### src/rtl/mem_port_arbiter.sv
// -----------------------------------------------------------------------------
// mem_port_arbiter
//
// Shares one single-port synchronous RAM between the instruction-fetch port
// and the memory-stage (LDR/STR) port. Only one transaction is in flight at a
// time: IDLE grants, BUSY waits WAIT_CYCLES for the RAM, and RESP returns the
// result to the owner.
//
// Handshake: a requester raises *_req and holds it (with address/data stable)
// until it sees a one-cycle *_gnt. The grant is combinational in the request
// cycle and the request is latched on that edge. Exactly WAIT_CYCLES+1 cycles
// later the owner sees a one-cycle *_valid. Requests are looked at only in
// IDLE; one dropped before its grant is simply forgotten.
//
// Parameters
//   WAIT_CYCLES   RAM wait cycles after issue (1-15)
//   STARVE_LIMIT  data grants allowed back-to-back while fetch waits (1-15)
//
// Configuration macro
//   ARB_FAIRNESS_EN  when defined, a starvation counter forces a fetch grant
//                    after STARVE_LIMIT data grants; otherwise priority is
//                    strictly data-first.
//
// Ports
//   clk, rst_n                 clock, asynchronous active-low reset
//   if_req/if_addr             fetch read request and word address
//   if_gnt/if_valid/if_rdata   fetch grant pulse, data-valid pulse, data
//   mem_req/mem_we/mem_addr/mem_wdata  data request (we=1 STR, 0 LDR)
//   mem_gnt/mem_valid/mem_rdata        data grant, completion pulse, load data
//   ram_addr/ram_wdata/ram_we/ram_rdata  RAM interface
//   sel_stall                  stall request to fetch/decode
//   dbg_state_o                current FSM state (debug observation)
// -----------------------------------------------------------------------------
module mem_port_arbiter #(
  parameter int unsigned WAIT_CYCLES  = 1,
  parameter int unsigned STARVE_LIMIT = 4
) (
  input  logic        clk,
  input  logic        rst_n,
  input  logic        if_req,
  input  logic [31:0] if_addr,
  output logic        if_gnt,
  output logic        if_valid,
  output logic [31:0] if_rdata,
  input  logic        mem_req,
  input  logic        mem_we,
  input  logic [31:0] mem_addr,
  input  logic [31:0] mem_wdata,
  output logic        mem_gnt,
  output logic        mem_valid,
  output logic [31:0] mem_rdata,
  output logic [31:0] ram_addr,
  output logic [31:0] ram_wdata,
  output logic        ram_we,
  input  logic [31:0] ram_rdata,
  output logic        sel_stall,
  output logic [1:0]  dbg_state_o
);

  typedef enum logic [1:0] {
    S_IDLE = 2'd0,
    S_BUSY = 2'd1,
    S_RESP = 2'd2
  } state_e;

  localparam logic [3:0] WAIT_L = 4'(WAIT_CYCLES);

  state_e      state_q, state_d;
  logic [3:0]  cnt_q, cnt_d;
  logic        owner_mem_q, owner_mem_d;
  logic        we_q, we_d;
  logic [31:0] addr_q, addr_d;
  logic [31:0] wdata_q, wdata_d;
  logic [31:0] rdata_q, rdata_d;

  logic        grant_if;
  logic        grant_mem;
  logic        fetch_first;

`ifdef ARB_FAIRNESS_EN
  localparam logic [3:0] STARVE_L = 4'(STARVE_LIMIT);
  logic [3:0] starve_q, starve_d;

  assign fetch_first = (starve_q == STARVE_L);

  // Counts data grants taken while fetch was waiting; saturates at the limit.
  always_comb begin
    starve_d = starve_q;
    if (grant_if) begin
      starve_d = '0;
    end else if (grant_mem && if_req && (starve_q < STARVE_L)) begin
      starve_d = starve_q + 4'd1;
    end
  end

  always_ff @(posedge clk or negedge rst_n) begin
    if (!rst_n) starve_q <= '0;
    else        starve_q <= starve_d;
  end
`else
  assign fetch_first = 1'b0;
`endif

  // Arbitration. Gated by rst_n so that no grant escapes while reset is held.
  always_comb begin
    grant_mem = 1'b0;
    grant_if  = 1'b0;
    if (rst_n && (state_q == S_IDLE)) begin
      if (mem_req && !(fetch_first && if_req)) grant_mem = 1'b1;
      else if (if_req)                         grant_if  = 1'b1;
    end
  end

  // State register and latched transaction.
  always_ff @(posedge clk or negedge rst_n) begin
    if (!rst_n) begin
      state_q     <= S_IDLE;
      cnt_q       <= '0;
      owner_mem_q <= 1'b0;
      we_q        <= 1'b0;
      addr_q      <= '0;
      wdata_q     <= '0;
      rdata_q     <= '0;
    end else begin
      state_q     <= state_d;
      cnt_q       <= cnt_d;
      owner_mem_q <= owner_mem_d;
      we_q        <= we_d;
      addr_q      <= addr_d;
      wdata_q     <= wdata_d;
      rdata_q     <= rdata_d;
    end
  end

  // Next-state logic.
  always_comb begin
    state_d     = state_q;
    cnt_d       = cnt_q;
    owner_mem_d = owner_mem_q;
    we_d        = we_q;
    addr_d      = addr_q;
    wdata_d     = wdata_q;
    rdata_d     = rdata_q;
    case (state_q)
      S_IDLE: begin
        if (grant_mem || grant_if) begin
          state_d     = S_BUSY;
          cnt_d       = WAIT_L;
          owner_mem_d = grant_mem;
          we_d        = grant_mem && mem_we;
          addr_d      = grant_mem ? mem_addr : if_addr;
          wdata_d     = grant_mem ? mem_wdata : 32'd0;
        end
      end
      S_BUSY: begin
        cnt_d = cnt_q - 4'd1;
        // Last wait cycle: capture the RAM output (stores complete with 0).
        if (cnt_q == 4'd1) begin
          state_d = S_RESP;
          rdata_d = we_q ? 32'd0 : ram_rdata;
        end
      end
      S_RESP:  state_d = S_IDLE;
      default: state_d = S_IDLE;
    endcase
  end

  // Outputs.
  always_comb begin
    if_gnt    = grant_if;
    mem_gnt   = grant_mem;
    if_valid  = 1'b0;
    mem_valid = 1'b0;
    if_rdata  = '0;
    mem_rdata = '0;
    ram_addr  = '0;
    ram_wdata = '0;
    ram_we    = 1'b0;
    if (state_q != S_IDLE) begin
      ram_addr  = addr_q;
      ram_wdata = wdata_q;
    end
    // The counter still holds its load value only in the first BUSY cycle.
    if ((state_q == S_BUSY) && (cnt_q == WAIT_L) && we_q) ram_we = 1'b1;
    if (state_q == S_RESP) begin
      if (owner_mem_q) begin
        mem_valid = 1'b1;
        mem_rdata = rdata_q;
      end else begin
        if_valid = 1'b1;
        if_rdata = rdata_q;
      end
    end
    // Fetch is treated as owning the port from its grant cycle onward, so the
    // stall stays high continuously from request until read data returns.
    sel_stall = rst_n &&
                ((if_req && !grant_if) ||
                 ((grant_if || ((state_q != S_IDLE) && !owner_mem_q)) && !if_valid));
  end

  assign dbg_state_o = state_q;

endmodule

### config.mk
export PLATFORM = sky130hd
export DESIGN_NAME = mem_port_arbiter
export DESIGN_NICKNAME = d
export VERILOG_FILES = /design/src/rtl/mem_port_arbiter.sv
export SDC_FILE = /design/constraint.sdc
export NUM_CORES = 1
export LEC_CHECK = 0
export CAP_MARGIN = 40
export CORE_MARGIN = 4
export CORE_UTILIZATION = 41
export CTS_CLUSTER_DIAMETER = 30
export DETAILED_ROUTE_END_ITERATION = 6
export PLACE_DENSITY_LB_ADDON = 0.2
export SYNTH_ARGS = -nofsm -noshare
export SYNTH_HDL_FRONTEND = slang
export SYNTH_SLANG_ARGS = --single-unit
### constraint.sdc
create_clock -name clk -period 2.1 [get_ports clk]
set_input_delay 0.63 -clock clk [delete_from_list [all_inputs] [get_ports clk]]
set_output_delay 0.63 -clock clk [all_outputs]
set_load 0.05 [all_outputs]
* After elaboration in Yosys (flattened, before gate mapping) *
Index checks and enable logic that the tools add are counted.

storage, ports and cells
  output and inout port bits = 136
  register bits after elaboration = 104

operators by class
  multiplexer cells = 24
  add/sub/neg operators = 1
  reduce and logical (&&, ||, !) cells = 21
  eq/ne operators = 5

operators with widths
  kind                                                                 number
  32-bit two-way mux                                                   9
  1-bit two-way mux                                                    10
  1-bit logical AND                                                    8
  4-bit case mux with 2 select lines                                   1
  2-bit AND reduction                                                  4
  4-bit by 1-bit == test with 1-bit output (second input constant)     1
  2-bit two-way mux                                                    2
  4-bit two-way mux                                                    1
  2-bit case mux with 2 select lines                                   1
  2-bit nonzero test                                                   2
  4-bit by 1-bit subtractor with 4-bit output (second input constant)  1
  1-bit logical NOT                                                    3
  1-bit logical OR                                                     3
  2-bit by 1-bit == test with 1-bit output (second input constant)     1
  2-bit == test (second input constant)                                1
  2-bit logical NOT                                                    1
  2-bit by 1-bit != test with 1-bit output (second input constant)     1
  2-bit != test (second input constant)                                1

* Depth between registers and ports, before layout *
  word-level depth = 7
  mapped depth = 6
  gate-level depth less buffers = 5

* Worst setup path before layout *
Ideal clock, no wire load.

  path kind = register to output
  start = reg state_q[1] (netlist: dbg_state_o[1])
  end = out mem_rdata[22]
  path slack = -0.689 ns
  stages on the path, launching flop included = 4
  data required time = 1.470 ns
  data arrival time = 2.159 ns
  path through = dfrtp_1 -> and3b_1 -> clkbuf_1 -> and2_1

between the ends
  word-level cells in the longest chain between the ends = 2

RTL lines
  element                 RTL line  text
  start, declared         68        state_e state_q, state_d;
  start signal, assigned  125       state_q <= state_d;
  2-bit == test           185       if (state_q == S_RESP) begin
  32-bit two-way mux      185
  end, declared           51        output logic [31:0] mem_rdata,

No other way between the ends.

* Worst setup path in the final report *
  start = reg state_q[1] (netlist: dbg_state_o[1])
  end = out mem_rdata[18]

The elaborated chain is that of the path after synthesis.

==> results.yml <==
synthesis:
  synth_adder_area_share_pct: 0.4591
  ys_ff_latch: 104
  synth_warnings: 0
  netlist_area_sq_um: 5450
  synth-simple-area-share_pct: 24.98
  synth_compound_area_share_pct: 15.22
  synth_mux_area_share_pct: 6.612
  syn_area_per_cell_sq_um: 10.73
  syn_nets: 643
  synth_top_family_by_area: "simple AND/OR/NAND/NOR gates"
  synthXorXnorAreaFrac_pct: 0.3214
  seq_area_frac_synth_pct: 47.75
  postSynthCellCount: 508
  ys_types: 39
worst_setup_path:
  crit_required_ns: 1.47
  timing.critical_path.slowest_cell_delay_ns: 0.45
  reg2reg_to: "wdata_q[14]"
  path_cells: "buf_6, and3b_1, buf_12, and2_2, buf_12"
  r2r_cells: 7
  r2r-start: "dbg_state_o[0]"
  cp_max_fo: 33
  crit_arrival_ns: 1.66
  path_class: "reg -> out"
  cp_slowest_cell: "dfrtp_2"
  cp-end-kind: "output port"
  r2r_slack_ns: 0.29
  path_common_cell: "buf_12"
  start_kind: "flip-flop"
finish:
  syn_to_final_growth_pct: 88.64
  fin_cells: 975
  antenna-diode-count: 0
  layout_common_cells: "clkdlybuf4s50_1, dfrtp_1, buf_12"
  final_common_cell: "clkdlybuf4s50_1"
  drive_above_1_share_pct: 47.20
  nNetsFinal: 933
timing:
  period_needed_ns: 2.291
  period_share_pct: 109.1
  fmax_mhz: 436.5
  finalSetupViolCount: 125
  setup_tns_ns: -15.91
  rsz0062_at_grt: "true"
  tightest_slew_ns: 0.6146
  skew_ns: 0.008801
  hold_viol: 0
  hold_slack_ns: 0.3513
  slew_viol_final: 0
  slew-limit-headroom_pct: 59.03
  setup_ws_ns: -0.1910
cts:
  cts.sinks: 104
  clk_pin_slew_ns: 0.07
  htreeDepth: 3
  cts_root_buf: "clkbuf_16"
  clk_path_buf_depth: 2
  cts_buffers: 9
  clkLatencyLatePin_ns: 0.34
  cts_tree: "done"
placement:
  place_inst: 934
  port_buffers: 268
  gp_congestion: 0.8604
  hpwl_mm: 13.31
  dp_slack_ns: -0.2111
drt:
  ant_nets: 0
  vias_per_cell: 5.299
  dr_total_vias: 5167
  drc: 0
  dr.pass1.iters: 4
  drt_first_iter_violations: 302
  drt_wl_total_mm: 19.58
  wl_per_cell_um: 20.08
pwr:
  vdd_drop_max_mv: 1.224
  leakage_nw: 4.566
  p_switching_mw: 6.359
  p_sw_share_pct: 43.03
  p_seq_share_pct: 25.3
  clkPwrFrac_pct: 12.5
  finalPower_mw: 14.78
  pwr-share-comb_pct: 62.3
  power.density_nw_per_um2: 1437
  p_int_mw: 8.418
global_route:
  grt_max_degree: 48
  grt_pass1_vias: 5555
  overflow: 0
  grt_pass1_wl_mm: 29.48
  grt_antenna_before_repair: 1
  grt_usage_pct: 24.80
worst_hold_path:
  hold_path.class: "in -> async"
status:
  violations: "setup timing"
  status: "finished with violations"
die:
  die_w_um: 123.3
  io_pins: 269
  die_h_um: 123.3
  rows: 41
  dieArea_sq_um: 15200
  start_util_pct: 42.50
  core_sq_um: 12820
job:
  drv_cap: 0
## metrics by stage
stage	util, %	instance area (sq um)
global route	80.17	10280
detailed placement	71.93	9225
CTS	78.77	10100
finish	80.17	10280
floorplan	-	5736
global placement	71.93	9225
## power by group through the flow
stage / registers (mW) / clock network [mW] / logic [mW]
2_1_floorplan: 3.49 / 0 / 5.31
3_3_place_gp: 3.62 / 0 / 7.57
3_5_place_dp: 3.66 / 0 / 7.73
4_1_cts: 3.67 / 1.87 / 9.00
5_1_grt: 3.84 / 1.95 / 9.64
6_report: 3.73 / 1.84 / 9.20
## area by class of cell
| cell class | count | area, sq um |
|---|---|---|
| Timing Repair Buffer | 322 | 4119 |
| Multi-Input combinational cell | 356 | 2989 |
| Sequential cell | 104 | 2606 |
| Fill cell | 731 | 2544 |
| Clock buffer | 12 | 256.5 |
| Tap cell | 172 | 215.2 |
| Clock inverter | 4 | 76.32 |
| Inverter | 5 | 18.77 |
## synthesized netlist by cell type
cell type,number,share of area (%)
nor2b_1,52,6.0
a22o_1,33,5.3
nor3_1,1,0.092
buf_1,1,0.069
o22ai_1,22,2.5
buf_6,8,1.7
inv_1,4,0.28
o21ai_1,1,0.092
nand4_1,1,0.11
clkbuf_1,23,1.6
a22oi_1,1,0.14
a31oi_1,21,2.4
or3b_1,1,0.16
nand2b_1,1,0.11
xnor2_1,1,0.16
and2b_1,45,6.2
o21a_1,1,0.14
ha_1,2,0.46
nor3b_2,3,0.69
inv_2,1,0.069
nor2_1,7,0.48
and3_1,1,0.11
buf_2,10,0.92
nand4bb_1,2,0.41
o2bb2ai_1,21,3.4
nand2_2,1,0.11
a21o_1,1,0.14
nand3_1,1,0.092
a21oi_1,11,1.0
nor2b_2,1,0.16
clkbuf_2,1,0.092
and3b_1,1,0.16
nand3b_1,1,0.14
dfrtp_1,104,48
xor2_1,1,0.16
mux2_2,32,6.6
and2_1,85,9.8
nand2_1,3,0.21
o21ai_0,1,0.092
## critical path: cells and delay by family, from the launching register on
family	cells	cell delay, ns
AND/OR/NAND/NOR	2	0.41
buffers and inverters	3	0.45
flip-flops	1	0.45
## state kept, by name (all words and copies together), names as in the netlist
signal / count
rdata_q: 32
dbg_state_o: 2
owner_mem_q: 1
addr_q: 32
we_q: 1
wdata_q: 32
cnt_q: 4
## worst max path at each step
stage | slack, ns | end | from | cells past startpoint
finish | -0.19 | mem_rdata[18] | dbg_state_o[1] | 5
global route | -0.24 | mem_rdata[0] | dbg_state_o[1] | 5
global placement | -0.18 | if_gnt | if_req | 4
floorplan | 0.005 | mem_rdata[17] | dbg_state_o[0] | 4
CTS | -0.19 | mem_rdata[21] | dbg_state_o[1] | 5
detailed placement | -0.21 | if_gnt | if_req | 4
## layer usage
| layer | track usage (%) | share of wire [%] | vias to the layer above |
|---|---|---|---|
| met2 | 43.43 | 52 | 260 |
| met5 | 0 | 0.036 | - |
| met4 | 8.374 | 2.0 | 2 |
| li1 | - | - | 2346 |
| met1 | 30.60 | 38 | 2526 |
| met3 | 4.895 | 8.3 | 33 |
## kinds of logic (layout without fill, tap and decap cells)
kind of cell	Yosys count	in the layout
multiplexers	32	32
buffers and inverters	48	343
adder cells (fa/ha/maj)	2	2
AO/OA/AOI/OAI	113	113
AND/OR/NAND/NOR	207	207
flip-flops	104	104
XOR/XNOR	2	2
## repair_timing
action,in CTS,in global routing
pin swaps,28,7
resized for setup,79,34
buffers inserted,13,8
hold buffers,0,0
cloned,4,3
setup endpoints to repair,125,133
No activity file was read; power rests on OpenSTA's default activity.
